`src/rtl/tdm_pkg.sv`:
```
// Shared definitions for the two-channel TDM arbiter.
// Holds the default data width, the channel encoding used on the s output
// and the output-register FSM state encoding, plus the grant helper.
package tdm_pkg;

  localparam int WIDTH_DEFAULT = 8;

  // Channel encoding; also the value driven on s for the downstream mux.
  localparam logic CH_A = 1'b0;
  localparam logic CH_B = 1'b1;

  // Output register FSM: EMPTY means y_valid=0, HOLD means y_valid=1.
  localparam logic [0:0] ST_EMPTY = 1'b0;
  localparam logic [0:0] ST_HOLD  = 1'b1;

  // Grant: a lone full buffer wins; on a tie the channel not granted last wins.
  function automatic logic pick_channel(input logic a_full,
                                        input logic b_full,
                                        input logic last_grant);
    logic g;
    if (a_full && b_full) begin
      g = ~last_grant;
    end else if (b_full) begin
      g = CH_B;
    end else begin
      g = CH_A;
    end
    return g;
  endfunction

endpackage

```
`src/rtl/tdm_arbiter_hold_buffer.sv`:
```
// hold_buffer: one-entry skid slot (data register + full flag) for one input channel.
// Latency: word visible on out_data/full the edge after capture; cleared by take.
// Backpressure: in_ready is a register (NOT full), no combinational input path.
// Ports: in_data/in_valid/in_ready input handshake; take clears the slot;
//        out_data/full expose the stored word to the arbiter.
module hold_buffer #(
  parameter int WIDTH = 8
) (
  input  logic             clk,
  input  logic             rst,
  input  logic [WIDTH-1:0] in_data,
  input  logic             in_valid,
  output logic             in_ready,
  input  logic             take,
  output logic [WIDTH-1:0] out_data,
  output logic             full
);

  // in_ready is kept as its own flop, always the complement of full, so the
  // upstream sees a clean registered ready.
  always_ff @(posedge clk or posedge rst) begin
    if (rst) begin
      full     <= 1'b0;
      in_ready <= 1'b1;
      out_data <= '0;
    end else if (in_valid && in_ready) begin
      // Capture and take never coincide: take needs full, capture needs !full.
      out_data <= in_data;
      full     <= 1'b1;
      in_ready <= 1'b0;
    end else if (take) begin
      full     <= 1'b0;
      in_ready <= 1'b1;
    end
  end

endmodule

```
`src/rtl/tdm_arbiter.sv`:
```
// tdm_arbiter: round-robin merge of two valid/ready channels into one output register.
// Latency: word captured at edge k is on y_data after edge k+1 when the output is free.
// Backpressure: y_ready=0 holds y_data/s; buffers fill and drop a_ready/b_ready.
// Ports: clk, rst (async, active-high); a_*/b_* input channels; y_* output
//        channel; s = source of y_data (0=A, 1=B); tx_count = words delivered.
module tdm_arbiter
  import tdm_pkg::*;
#(
  parameter int WIDTH = WIDTH_DEFAULT
) (
  input  logic             clk,
  input  logic             rst,
  input  logic [WIDTH-1:0] a_data,
  input  logic             a_valid,
  output logic             a_ready,
  input  logic [WIDTH-1:0] b_data,
  input  logic             b_valid,
  output logic             b_ready,
  output logic [WIDTH-1:0] y_data,
  output logic             y_valid,
  input  logic             y_ready,
  output logic             s,
  output logic [15:0]      tx_count
);

  logic [WIDTH-1:0] a_buf;
  logic [WIDTH-1:0] b_buf;
  logic             a_full;
  logic             b_full;
  logic [0:0]       state;
  logic             last_grant;
  logic             y_xfer;
  logic             out_free;
  logic             load;
  logic             grant;

  hold_buffer #(.WIDTH(WIDTH)) u_buf_a (
    .clk      (clk),
    .rst      (rst),
    .in_data  (a_data),
    .in_valid (a_valid),
    .in_ready (a_ready),
    .take     (load && (grant == CH_A)),
    .out_data (a_buf),
    .full     (a_full)
  );

  hold_buffer #(.WIDTH(WIDTH)) u_buf_b (
    .clk      (clk),
    .rst      (rst),
    .in_data  (b_data),
    .in_valid (b_valid),
    .in_ready (b_ready),
    .take     (load && (grant == CH_B)),
    .out_data (b_buf),
    .full     (b_full)
  );

  assign y_valid  = (state == ST_HOLD);
  assign y_xfer   = y_valid && y_ready;
  // The output register can take a new word if empty or being drained this edge.
  assign out_free = !y_valid || y_ready;
  assign load     = out_free && (a_full || b_full);
  assign grant    = pick_channel(a_full, b_full, last_grant);

  always_ff @(posedge clk or posedge rst) begin
    if (rst) begin
      state      <= ST_EMPTY;
      y_data     <= '0;
      s          <= CH_A;
      last_grant <= CH_B;  // so A wins the first tie after reset
      tx_count   <= 16'd0;
    end else begin
      if (y_xfer) begin
        tx_count <= tx_count + 16'd1;  // wraps naturally at 16 bits
      end
      if (load) begin
        y_data     <= (grant == CH_B) ? b_buf : a_buf;
        s          <= grant;
        last_grant <= grant;
      end
      case (state)
        ST_EMPTY: if (load) state <= ST_HOLD;
        ST_HOLD:  if (y_xfer && !load) state <= ST_EMPTY;
        default:  state <= ST_EMPTY;
      endcase
    end
  end

endmodule

```
`config.mk`:
```
export PLATFORM = sky130hd
export DESIGN_NAME = tdm_arbiter
export DESIGN_NICKNAME = d
export VERILOG_FILES = /design/src/rtl/tdm_pkg.sv /design/src/rtl/tdm_arbiter_hold_buffer.sv /design/src/rtl/tdm_arbiter.sv
export SDC_FILE = /design/constraint.sdc
export NUM_CORES = 1
export LEC_CHECK = 0
export CORE_ASPECT_RATIO = 0.5
export CORE_MARGIN = 2
export CORE_UTILIZATION = 43
export CTS_BUF_LIST = sky130_fd_sc_hd__clkbuf_8
export DETAILED_ROUTE_END_ITERATION = 10
export PLACE_DENSITY = 0.72
export SYNTH_ARGS = -nofsm -noshare
export SYNTH_HDL_FRONTEND = slang
export SYNTH_SLANG_ARGS = --single-unit
export TNS_END_PERCENT = 50
```
`constraint.sdc`:
```
create_clock -name clk -period 1.77 [get_ports clk]
set_input_delay 0.2655 -clock clk [delete_from_list [all_inputs] [get_ports clk]]
set_output_delay 0.2655 -clock clk [all_outputs]
set_load 0.005 [all_outputs]
```
Yosys cells after proc, flatten, opt, wreduce, memory -nomap -nowiden:

Index checks and enable logic that the tools add are counted.

* bitwise operators: 3
* muxes and demuxes: 14
* reduce and logical (&&, ||, !) cells: 14
* $add $sub $neg: 1

Operators by type and width (number)
* adder 16 x 1 -> 16 bit, second input constant: 1
* 2-to-1 mux 1 bit: 12
* logical AND 1 bit: 8
* 2-to-1 mux 8 bit: 1
* nonzero test 2 bit: 2
* inverter 1 bit: 3
* zero test 1 bit: 2
* logical OR 1 bit: 2
* one-hot mux 1 bit (2 select lines): 1

* output and inout port bits: 28
* word-level logic and storage cells: 43
* flip-flop bits (word level): 47

Longest topological paths before layout:

* word-level depth: 7
* gate-level depth with buffers: 5

Modules after synthesis:

From an unflattened synthesis, not the netlist that was laid out.

* cell total of the unflattened synthesis: 149
* area total of the unflattened synthesis: 1953.1 sq um

Modules (own cells, without submodules)
* tdm_arbiter: area each 1194.9 sq um, cells an instance 101, seq. area each 676.9 sq um, instances 1
* hold_buffer: area each 379.1 sq um, cells an instance 24, seq. area each 251.5 sq um, instances 2

Worst setup path before layout:

Ideal clock, no wire load.

* path kind: register to register
* from: register tx_count[0]
* to: register tx_count[8]
* stages on the path, launching flop included: 6
* data required time: 1.646 ns
* setup slack: 0.430 ns
* arrival time: 1.216 ns
* period minus slack after synthesis: 1.340 ns
* cells stage by stage: dfrtp_1 > ha_1 > and4_4 > and4_4 > nand3_2 > xnor2_1

* word-level cells in the longest chain between the ends: 1

RTL lines
* start: declaration: line tdm_arbiter.sv:23 `output logic [15:0] tx_count`
* start signal: assignment: line tdm_arbiter.sv:75 `tx_count <= tx_count + 16'd1;`
* adder 16 x 1 -> 16 bit: line tdm_arbiter.sv:75

No other way between the ends.
A chain may end at the register's enable or synchronous reset.

Worst setup path after layout:

* from: register u_buf_a.in_ready
* to: output a_ready

RTL lines
* start: declaration: line tdm_arbiter_hold_buffer.sv:13 `output logic in_ready,`
* start signal: assignment: line tdm_arbiter_hold_buffer.sv:24 `in_ready <= 1'b1;`
* start signal: assignment: line tdm_arbiter_hold_buffer.sv:30 `in_ready <= 1'b0;`
* start signal: assignment: line tdm_arbiter_hold_buffer.sv:33 `in_ready <= 1'b1;`
* end: declaration: line tdm_arbiter.sv:15 `output logic a_ready,`

No word-level cell between the ends.

==> flow_metrics.py <==
metrics = {
    "grt": {
        "grt_pass1_vias": 1331,
        "grt_use_met1_pct": 20.1,
        "track_usage_pct": 15.3,
        "use_met3_pct": 4.65,
        "grt_pass1_wl_mm": 6.01,
        "grtUsageMet2_pct": 24.4,
        "overflow": 0,
        "grt_max_degree": 35,
        "grt_antenna_before_repair": 0,
        "globalRoute.busiestLayer": "met2",
    },
    "floorplanning": {
        "rows": 17,
        "die_area_um2": 5020,
        "dieWidth_um": 98.3,
        "die_h_um": 51.1,
        "initial_core_util_pct": 44.0,
        "io_pins": 49,
        "coreArea_um2": 4340,
    },
    "synthesis": {
        "ys_warn_count": 0,
        "synth.net_count": 165,
        "syn-instance-count": 143,
        "ys_types": 26,
        "avgSynthCellArea_um2": 13.4,
        "async_reset_ff_share_pct": 100,
        "synth_edf_count": 0,
        "synth_seq_cells": 47,
        "synthFlopType": "dfrtp_1",
        "synth_seq_area_share_pct": 61.8,
        "syn_area_um2": 1910,
    },
    "sta": {
        "final-setup-viol-count": 0,
        "fin_crit_ns": 1.61,
        "skew_ns": 0.00363,
        "finalHoldViolations": 0,
        "timing.slew.headroom_pct": 70.6,
        "rsz0062_at_grt": "false",
        "finalCritPeriodShare_pct": 90.9,
        "max_freq_ghz": 0.621,
        "tns_ns": 0,
        "worstMarginPinSlew_ns": 0.440,
        "slew_viol_final": 0,
    },
    "clock_tree": {
        "clockBufferDepth": 2,
        "cts_sinks": 47,
        "cts_resized": 0,
        "cts_inserted_buffers": 5,
        "cts.clk_slew.worst_paths_ns": 0.09,
        "cts_tree": "built",
        "cts-root-buf": "clkbuf_8",
        "clk_latency_ns": 0.30,
        "cts.hold.buffers_added": 0,
        "post-cts-setup-buffers": 0,
        "cts-htree-levels": 2,
    },
    "place": {
        "port_buffers": 48,
        "dp_hpwl_mm": 2.58,
        "placed_area_um2": 2480,
        "place.gp.congestion": 0.698,
        "dpl.cell_count": 250,
    },
    "power_and_ir_drop": {
        "power.internal_mw": 2.90,
        "clockPowerShare_pct": 22.7,
        "power.density_nw_per_um2": 1560,
        "p_sw_share_pct": 28.7,
        "p_leak_nw": 1.16,
        "p_switching_mw": 1.17,
        "total_power_mw": 4.07,
        "ir_worst_vdd_v": 0.000744,
        "power_frac_seq_pct": 45.3,
        "p_comb_share_pct": 32.0,
    },
    "finish": {
        "stdcell_count": 258,
        "drive_gt1_share_pct": 20.4,
        "layout.nets": 222,
        "syn_to_final_growth_pct": 37.1,
        "design_area_um2": 2620,
        "diodes": 0,
        "final.fill_count": 369,
    },
    "hold_path": {
        "min_path_type": "input port to asynchronous set/reset pin",
    },
    "route": {
        "wire_per_inst_um": 13.8,
        "drtIter0Drc": 86,
        "drc": 0,
        "drt-pass1-iter-count": 5,
        "antenna_left": 0,
        "num_vias": 1292,
        "viasPerCell": 5.01,
        "routed_wl_mm": 3.56,
    },
    "critical_path": {
        "crit_fanout": 3,
        "path_depth": 1,
        "path_cells": "clkdlybuf4s50_1",
        "cp_top_family": "flip-flops",
        "path_class": "flop to output port",
        "endpoint": "a_ready",
        "critical_path_required_ns": 1.50,
        "cp_data_arrival_time_ns": 1.34,
        "end_kind": "output port",
        "rrSetupSlack_ns": 0.35,
        "cp.buffers_inverters": 1,
        "r2r_start": "tx_count[0]",
        "crit_slowest_cell": "dfstp_2",
        "r2r-end": "tx_count[8]",
        "cp-startpoint": "u_buf_a.in_ready",
        "reg2regPathDepth": 5,
        "max_stage_delay_ns": 0.55,
        "critPathLaunchType": "flop",
    },
    "run_status": {
        "status": "completed",
    },
    "flow_run": {
        "cap_violations": 0,
    },
}
==> Yosys cell counts, types with 2 or more instances <==
master	n	area share (%)
xnor2_1	12	5.5
nand4_1	2	0.65
and4_4	2	1.2
inv_1	13	2.6
nor2_1	2	0.39
dfstp_2	3	4.1
nand2_1	10	2.0
o21ai_0	4	1.0
xor2_1	3	1.4
a21o_1	2	0.79
buf_6	2	1.2
dfrtp_1	44	58
nand3_1	8	2.1
mux2_2	17	10
a222oi_1	8	4.2
==> worst min-delay path by stage <==
stage	startpoint	end	slack (ns)	depth (start not counted)
after floorplan	a_valid	u_buf_a.in_ready	0.33	1
after global placement	u_buf_b.out_data[3]	y_data[3]	0.46	2
after detailed placement	tx_count[15]	tx_count[15]	0.46	1
after CTS	rst	tx_count[15]	0.24	2
after global routing	rst	tx_count[13]	0.27	2
final	rst	tx_count[15]	0.23	2
==> worst register-to-register path, delay by kind of cell, from the launching register on <==
kind,cells,cell delay (ns)
fa+ha+maj,1,0.19
simple gates,3,0.58
flops,1,0.41
xor+xnor,1,0.13
==> logic make-up (layout without fill, tap and decap cells) <==
kind of cell / count (synthesis) / after routing / synth area share [%]
DFF: 47 / 47 / 61.8
and+or+nand+nor: 32 / 32 / 9.95
muxes: 17 / 17 / 10.0
AOI/OAI and AO/OA: 16 / 16 / 7.01
xor gates and xnor gates: 15 / 15 / 6.88
buffers and inverters: 15 / 73 / 3.73
adders and majority gates: 1 / 1 / 0.655
==> state kept, by name (all words and copies together), names as in the netlist <==
register and flops:
u_buf_b.out_data 8, y_data 8, u_buf_b.full 1, u_buf_a.out_data 8, u_buf_a.full 1, s 1
tx_count 16, last_grant 1, u_buf_b.in_ready 1, u_buf_a.in_ready 1, y_valid 1
==> per-stage QoR <==
step	hold WS, ns	utilization [%]	setup WS (ns)
finish	0.230	60.4	0.160
global route	0.266	60.4	0.102
CTS	0.237	60.4	0.147
detailed placement	0.462	57.2	0.0317
global placement	0.457	57.2	0.0535
floorplan	0.329	-	0.393
==> power by group through the flow <==
stage | Combinational, mW | Clock, mW | Sequential, mW
floorplan | 0.756 | 0 | 1.80
global route | 1.45 | 0.991 | 1.90
finish | 1.30 | 0.923 | 1.85
CTS | 1.33 | 0.939 | 1.85
detailed placement | 1.32 | 0 | 1.87
global placement | 1.28 | 0 | 1.84
==> per-layer routing <==
metal / up-vias / part of all wire, %
met3: 5 / 4.4
met4: 0 / 0.87
met2: 26 / 49
met1: 646 / 45
li1: 615 / -
met5: - / 0
==> cells in the final DEF, fill, tap and decap left out, drive strengths merged <==
| cell | synthesis | routed |
|---|---|---|
| nand2b | 1 | 1 |
| nand4 | 3 | 3 |
| and4 | 2 | 2 |
| a222oi | 8 | 8 |
| ha | 1 | 1 |
| bufinv | 0 | 2 |
| a21o | 2 | 2 |
| dfstp | 3 | 3 |
| clkinvlp | 0 | 1 |
| o21ai | 5 | 5 |
| and3 | 2 | 2 |
| o211a | 1 | 1 |
| mux2 | 17 | 17 |
| xnor2 | 12 | 12 |
| nor2b | 1 | 1 |
| nand3 | 9 | 9 |
| inv | 13 | 13 |
| xor2 | 3 | 3 |
| nor3 | 2 | 2 |
| nand2 | 10 | 10 |
| clkdlybuf4s50 | 0 | 48 |
| nor2 | 2 | 2 |
| clkbuf | 0 | 5 |
| buf | 2 | 4 |
| dfrtp | 44 | 44 |
==> area by class of cell <==
type / count / area, µm² / share of cell area [%]
flip-flops and latches: 47 / 1180 / 45.1
multi-input cells: 81 / 659 / 25.2
repair buffers: 52 / 523 / 20.0
well taps: 57 / 71.3 / 2.72
clock buffers: 5 / 68.8 / 2.63
clock inverters: 3 / 67.6 / 2.58
inverters: 13 / 48.8 / 1.86
No activity file was read; power rests on OpenSTA's default activity.
==> edit, RTL diff (same settings) <==
Change the package constant `WIDTH_DEFAULT` from 8 to 10.
--- a/src/rtl/tdm_pkg.sv
+++ b/src/rtl/tdm_pkg.sv
@@ -4,5 +4,5 @@
 package tdm_pkg;
 
-  localparam int WIDTH_DEFAULT = 8;
+  localparam int WIDTH_DEFAULT = 10;
 
   // Channel encoding; also the value driven on s for the downstream mux.
Ports: changed (resized a_data, b_data and y_data); port bits go from 49 to 55. The function was not compared with the original's and may differ.
==> edit against the original RTL <==
- global-route usage is 0.79 points higher
- synthesized area increased by 12%
- wire length grew 20%
- sequential power increased by 12%
- total power rose by 11%
- sequential cell count up 6
- synthesized cell count rose by 15%
- sequential share of layout area is 0.18 points lower
- cell area increased by 13%
- cell count increased by 16%
- worst setup slack worse by 0.018 ns
- critical endpoint is now b_ready
- largest cell class unchanged
- highest routed layer unchanged
==> edit: results (changes against the original RTL) <==
[routing]
wl_per_cell_um = 14.2  ; +3.2%
drtIter0Drc = 101  ; +17%
dr_wl_met2_um = 2150  ; +23%
m1WireLength_um = 1940  ; +20%
route.met3.wl_um = 163  ; +3.8%
drtPass1Iterations = 4  ; -1

[logic_synthesis]
synth-xor-area-share_pct = 6.14  ; -0.73 points
yosys.area_share.adder_pct = 0.585  ; -0.070 points
synth_seq_area_share_pct = 62.2  ; +0.45 points
synth_compound_area_share_pct = 6.09  ; -0.92 points
synth_nets = 190  ; +15%
synth.area.top_cells = dfrtp_1 (59%), mux2_2 (11%), a222oi_1 (4.7%)

[run_status]
status = complete, no violations

[finish]
fill_cells = 390  ; +5.7%
drive_above_1_share_pct = 19.6  ; -0.83 points
layout.nets = 255  ; +15%
diodes = 0  ; unchanged

[placement]
dp_slack_ns = -0.0756  ; -0.107 ns
gp_congestion = 0.701  ; +0.42%
port_buffers = 54  ; +13%

[power_and_ir_drop]
p_leak_nw = 1.35  ; +17%
vdd_ir_drop_max_mv = 0.558  ; -25%
p_per_area_nw_per_um2 = 1530  ; -1.9%
power.internal_mw = 3.18  ; +9.5%
p_clk_uw = 826  ; -11%

[worst_setup_path]
reg2reg_to = y_data[8]
cp-startpoint = u_buf_b.in_ready
rrSetupSlack_ns = 0.30  ; -0.05 ns
reg2reg_from = last_grant
worstSetupEndpoint = b_ready
slowest_delay_ns = 0.57  ; +0.02 ns

[timing]
slew_headroom_pct = 72.7  ; +2.0 points
hold_slack_ns = 0.311  ; +0.0818 ns
fin_crit_sh_pct = 91.9  ; +0.99 points

[grt]
use_met1_pct = 20.2  ; +0.15 points
grt_use_met2_pct = 28.9  ; +4.5 points
grt_pass1_wl_um = 6930  ; +15%

edit: changes by cell type after synthesis, moves of 2 or more:
cell	before	now
a21o_1	2	0
dfrtp_1	44	50
buf_6	2	0
mux2_2	17	21
and4_4	2	0
xor2_1	3	6
nand2_1	10	12
inv_1	13	17
a222oi_1	8	10
buf_2	0	4
nor2_1	2	6
and3_1	1	3
xnor2_1	12	9
edit: cell type report:
class / instances / area share [%]
Timing Repair Buffer: 63 / 21.8
Tap cell: 70 / 2.95
Sequential cell: 53 / 44.9
Clock inverter: 2 / 1.14
Multi-Input combinational cell: 89 / 24.3
Inverter: 17 / 2.15
Clock buffer: 6 / 2.79
edit: per-stage QoR:
step | instance area [µm²] | std cells | setup TNS [ns]
floorplan | 2140 | 164 | 0
global placement | 2850 | 292 | -0.0101
detailed placement | 2850 | 292 | -0.483
CTS | 2960 | 300 | 0
global route | 2960 | 300 | 0
finish | 2960 | 300 | 0
edit: tightest hold or removal path, delay by kind of cell:
family / cells / cell delay (ns)
buf+inv: 3 / 0.70
